## src/rtl/bus_interconnect_n.sv

```systemverilog
// bus_interconnect_n: single-master, N-slave interconnect for the rysyCore data port.
// Decodes the master address against a base/mask map, forwards the transaction to
// the selected slave and returns its data, or an error for unmapped/timed-out accesses.
module bus_interconnect_n #(
  parameter int                          WIDTH     = 32,
  parameter int                          N_SLAVES  = 2,
  parameter logic [N_SLAVES*WIDTH-1:0]   ADDR_BASE = {32'h0001_0000, 32'h0},
  parameter logic [N_SLAVES*WIDTH-1:0]   ADDR_MASK = {2{32'hFFFF_0000}},
  parameter int                          TIMEOUT   = 15
) (
  input  logic                      clk,
  input  logic                      rst_n,
  input  logic                      req,
  input  logic                      we,
  input  logic [WIDTH-1:0]          addr,
  input  logic [WIDTH-1:0]          wdata,
  input  logic [WIDTH/8-1:0]        be,
  output logic [WIDTH-1:0]          rdata,
  output logic                      ack,
  output logic                      err,
  output logic [7:0]                err_count,
  output logic [N_SLAVES-1:0]       s_req,
  output logic                      s_we,
  output logic [WIDTH-1:0]          s_addr,
  output logic [WIDTH-1:0]          s_wdata,
  output logic [WIDTH/8-1:0]        s_be,
  input  logic [N_SLAVES*WIDTH-1:0] s_rdata,
  input  logic [N_SLAVES-1:0]       s_ready
);

  localparam int IDX_W = (N_SLAVES > 1) ? $clog2(N_SLAVES) : 1;

  typedef enum logic [1:0] {IDLE, WAIT, RESP} state_t;

  state_t           state_q, state_d;
  logic [IDX_W-1:0] sel_q;
  logic [IDX_W-1:0] hit_idx;
  logic             hit;
  logic [7:0]       tmo_cnt;
  logic             tmo_hit;
  logic             sel_ready;
  logic [WIDTH-1:0] sel_rdata;

  // Error counter sticks at its maximum instead of wrapping.
  function automatic logic [7:0] sat_inc(input logic [7:0] v);
    return (v == 8'hFF) ? v : v + 8'd1;
  endfunction

  // Address decode; scanning high to low lets the lowest matching slave win.
  always_comb begin
    hit     = 1'b0;
    hit_idx = '0;
    for (int i = N_SLAVES - 1; i >= 0; i--) begin
      if ((addr & ADDR_MASK[i*WIDTH +: WIDTH]) == ADDR_BASE[i*WIDTH +: WIDTH]) begin
        hit     = 1'b1;
        hit_idx = IDX_W'(i);
      end
    end
  end

  // Pick ready and read data of the latched slave; other slaves are ignored.
  always_comb begin
    sel_ready = 1'b0;
    sel_rdata = '0;
    for (int i = 0; i < N_SLAVES; i++) begin
      if (sel_q == IDX_W'(i)) begin
        sel_ready = s_ready[i];
        sel_rdata = s_rdata[i*WIDTH +: WIDTH];
      end
    end
  end

  assign tmo_hit = (tmo_cnt == 8'(TIMEOUT));

  // FSM state register.
  always_ff @(posedge clk or negedge rst_n) begin
    if (!rst_n) state_q <= IDLE;
    else        state_q <= state_d;
  end

  // FSM next state: ready beats timeout when both occur in the same WAIT cycle.
  always_comb begin
    state_d = state_q;
    case (state_q)
      IDLE:    if (req) state_d = hit ? WAIT : RESP;
      WAIT:    if (sel_ready || tmo_hit) state_d = RESP;
      RESP:    state_d = IDLE;
      default: state_d = IDLE;
    endcase
  end

  // Transaction registers: latch request, drive slave, capture response and errors.
  always_ff @(posedge clk or negedge rst_n) begin
    if (!rst_n) begin
      rdata     <= '0;
      ack       <= 1'b0;
      err       <= 1'b0;
      err_count <= 8'd0;
      s_req     <= '0;
      s_we      <= 1'b0;
      s_addr    <= '0;
      s_wdata   <= '0;
      s_be      <= '0;
      sel_q     <= '0;
      tmo_cnt   <= 8'd0;
    end else begin
      ack <= 1'b0;
      case (state_q)
        IDLE: begin
          if (req) begin
            if (hit) begin
              s_we    <= we;
              s_addr  <= addr;
              s_wdata <= wdata;
              s_be    <= be;
              sel_q   <= hit_idx;
              s_req   <= N_SLAVES'(1) << hit_idx;
              tmo_cnt <= 8'd0;
            end else begin
              rdata     <= '0;
              err       <= 1'b1;
              err_count <= sat_inc(err_count);
              ack       <= 1'b1;
            end
          end
        end
        WAIT: begin
          if (sel_ready) begin
            rdata <= s_we ? '0 : sel_rdata;
            err   <= 1'b0;
            ack   <= 1'b1;
            s_req <= '0;
          end else if (tmo_hit) begin
            rdata     <= '0;
            err       <= 1'b1;
            err_count <= sat_inc(err_count);
            ack       <= 1'b1;
            s_req     <= '0;
          end else begin
            tmo_cnt <= tmo_cnt + 8'd1;
          end
        end
        RESP: begin
          s_req   <= '0;
          tmo_cnt <= 8'd0;
        end
        default: ;
      endcase
    end
  end

endmodule

```

## config.mk

```make
export PLATFORM = sky130hd
export DESIGN_NAME = bus_interconnect_n
export DESIGN_NICKNAME = d
export VERILOG_FILES = /design/src/rtl/bus_interconnect_n.sv
export SDC_FILE = /design/constraint.sdc
export NUM_CORES = 1
export LEC_CHECK = 0
export ABC_AREA = 1
export BUFFER_PORTS_ARGS = -buffer_cell sky130_fd_sc_hd__buf_2
export CAP_MARGIN = 20
export CORE_MARGIN = 10
export CORE_UTILIZATION = 45
export CTS_BUF_LIST = sky130_fd_sc_hd__clkbuf_16
export CTS_CLUSTER_SIZE = 30
export DETAILED_ROUTE_END_ITERATION = 12
export GPL_TIMING_DRIVEN = 0
export PLACE_DENSITY = 0.86
export SLEW_MARGIN = 0
export SYNTH_ARGS = -nofsm -noshare
export SYNTH_HDL_FRONTEND = slang
export SYNTH_SLANG_ARGS = --single-unit
export TNS_END_PERCENT = 30
```

## constraint.sdc

```tcl
create_clock -name clk -period 1.75 [get_ports clk]
set_input_delay 0.2625 -clock clk [delete_from_list [all_inputs] [get_ports clk]]
set_output_delay 0.2625 -clock clk [all_outputs]
set_load 0.02 [all_outputs]
```

==> summary.md <==
| Metric | Value |
|---|---|
| Status | completed |
| Port buffer count | 250 |
| Library cells used by synthesis | 27 |
| Cell area after synthesis | 5880 sq um |
| Synth warn | 0 |
| Syn nets | 836 |
| Critical path cell sequence | inv_2 -> ha_4 -> buf_4 -> nand2_4 -> clkbuf_1 -> nand3_1 -> nand2_1 |
| Crit path largest cell delay | 0.42 ns |
| Row cnt | 41 |
| Final min period | 1.69 ns |
| DRC | 0 |
| Final ANT Viol Nets | 0 |
| Count of final hold-check violations | 0 |
| Setup Skew | 0.00602 ns |
| Critical path type | register to register |
| Slew margin rel. | 59.9% |
| Die height | 134 um |
| Element type at the critical path end | register |
| Placed cell count | 1116 |
| Critical Path Fanout Max | 10 |
| 1st-pass router iterations | 5 |
| Clk pwr share | 44.2% |
| CTS Buf Count | 17 |
| Area grow syn2layout | 39.2% |
| DIE WIDTH | 134 um |
| Vias in the first global route | 5788 |
| Largest net degree at the start of global routing | 83 |
| Clk buf depth | 2 |
| Clock root buffer | clkbuf_16 |
| Fin area | 8180 sq um |
| Via density | 4.84 |
| Initial antenna violation count | 0 |
| Max Clk Rate | 593 MHz |
| RSZ-0062 raised after global routing | yes |
| Grt total ovfl | 0 |
| Power per cell area | 1020 nW/um^2 |
| Total GRT Usage | 19.9% |
| Core Util, Final | 64.3% |
| Dpl hpwl | 13800 um |
| Final net count | 1119 |
| Post-synth EDFFs | 0 |
| CTS tree | done |
| I/O pin count | 251 |
| Wirelength, routed | 18400 um |
| Sw frac | 28.6% |
| CP startpoint kind | register |
| CP top delay family | buffers and inverters |
| Pins Over Slew Limit | 0 |
| Worst-margin pin slew | 0.602 ns |
| Share of cells above drive strength 1 | 35.4% |
| Internal | 5.97 mW |
| Clk sinks | 124 |
| Critical path buffer and inverter count | 3 |
| Avg Cell Area, Syn | 8.48 sq um |
| Most used DFF post-synth | dfrtp_1 |
| 1st-iter DRT viols | 437 |
| Worst IR Drop VDD | 0.641 mV |
| Dpl cell area | 7380 sq um |
| Yosys reg bits | 124 |
| Final setup fails | 0 |
| Leak | 4.84 nW |
| Die area | 18000 sq um |
| WP data required | 2.11 ns |
| Crit path DAT | 2.04 ns |
| Syn Inst Count | 693 |
| Initial Util | 46.2% |
| Vias | 5621 |
| Async SR Flop Fraction | 100% |
| Most common cell after layout, fill and taps aside | buf_2 |
| Crit-path slowest cell | dfrtp_2 |
| Hold_ws | 0.0717 ns |
| Reg clk slew, reported paths | 0.06 ns |
| Global-route wire length before repair | 29100 um |
| H-tree lvl count | 4 |
| Most frequent cells in the layout | 258 x buf_2, 207 x nand2_1, 123 x dfrtp_1, 85 x inv_1, 51 x nor2_1 |
| Final Power | 8.36 mW |
| Detail-routed net length per standard cell | 15.9 um |
| Worst skew pair latency | 0.42 ns |
| MaxCap Viol Count | 0 |
| Non-Filler Instances | 1161 |
| Seq/Total Area, Yosys | 52.8% |
| Final period util | 96.4% |
| ANT cells | 0 |
| Comb pwr share | 19.2% |
| Core area | 12700 sq um |
| Switching pwr | 2.39 mW |
| Flop pwr share | 36.5% |
| Gpl congestion | 0.854 |
| Hold Path Class | primary input to register |
## cell usage after synthesis, types with 6 or more instances
master / count / area share [%]
nand3_1: 48 / 4.1
buf_6: 9 / 1.7
nand4_1: 13 / 1.4
o21ai_1: 26 / 2.2
clkbuf_1: 10 / 0.64
dfrtp_1: 124 / 53
o21ai_0: 27 / 2.3
nor2_1: 52 / 3.3
inv_1: 88 / 5.6
mux2i_1: 32 / 5.5
nand2_1: 210 / 13
o21ai_2: 6 / 0.89
buf_2: 13 / 1.1
## cell families after synthesis
kind of cell / Yosys count / synth area share, %
buffers and inverters: 123 / 9.28
DFF: 124 / 52.8
AOI/OAI and AO/OA: 62 / 5.66
muxes: 32 / 5.45
adders and majority gates: 5 / 1.06
and+or+nand+nor: 341 / 24.8
xor gates and xnor gates: 6 / 0.894
## power groups by stage
stage          sequential [mW]  clock (mW)  combinational [mW]
2_1_floorplan             3.19           0               0.783
3_3_place_gp              3.09           0                1.37
3_5_place_dp              3.10           0                1.41
4_1_cts                   3.05        3.72                1.52
5_1_grt                   3.06        3.87                1.77
6_report                  3.05        3.70                1.61
## cell type report
type / instances / area, sq um
plain buffers: 32 / 218
inverters: 91 / 348
repair buffers: 264 / 1390
clock inverters: 15 / 195
fillers: 1084 / 4540
clock buffers: 17 / 425
multi-input cells: 446 / 2290
flip-flops and latches: 124 / 3100
well taps: 172 / 215
## layer usage
layer	vias to the layer above	wire (um)	track usage (%)
li1	2732	-	-
met1	2661	7050	22.0
met2	201	9720	35.5
met3	27	1300	6.01
met4	0	345	6.65
met5	-	0	0
## timing repair
item / in CTS / in global routing
cloned: 0 / 0
hold buffers: 1 / 0
endpoints found under the hold margin: 42 / 0
pin swaps: 3 / 5
buffers inserted: 6 / 6
setup endpoints to repair: 40 / 49
resized for setup: 8 / 21
## flip-flops by register name, indices dropped and copies added, names as in the netlist
signal and flops:
rdata 32, tmo_cnt 8, ack 1, s_be 4, s_we 1, sel_q 1, s_wdata 32, err 1
err_count 8, s_addr 32, s_req 2, state_q 2
## through the flow
stage	TNS (ns)	setup slack, ns
finish	0	0.0625
global placement	-149.29	-1.21
detailed placement	-3.81	-0.170
global route	-0.294	-0.0320
CTS	0	0.00442
floorplan	0	0.127
## worst paths after layout
kind | from | end | slack, ns | depth (start not counted)
worst max register to register | state_q[0] | rdata[29] | 0.06 | 7
worst min register to register | s_addr[30] | s_addr[30] | 0.46 | 2
worst max-delay path | state_q[0] | rdata[29] | 0.06 | 7
max in group asynchronous | rst_n | rdata[0] | 0.67 | 3
min in group asynchronous | rst_n | s_wdata[1] | 0.36 | 2
worst min-delay path | be[1] | s_be[1] | 0.07 | 3
## worst reg2reg max path, cell delays in order (launching register included)
cell and delay, ns:
dfrtp_2 0.42, inv_2 0.07, ha_4 0.18, buf_4 0.14
nand2_4 0.14, clkbuf_1 0.43, nand3_1 0.15, nand2_1 0.10
No activity file was read; power rests on OpenSTA's default activity.
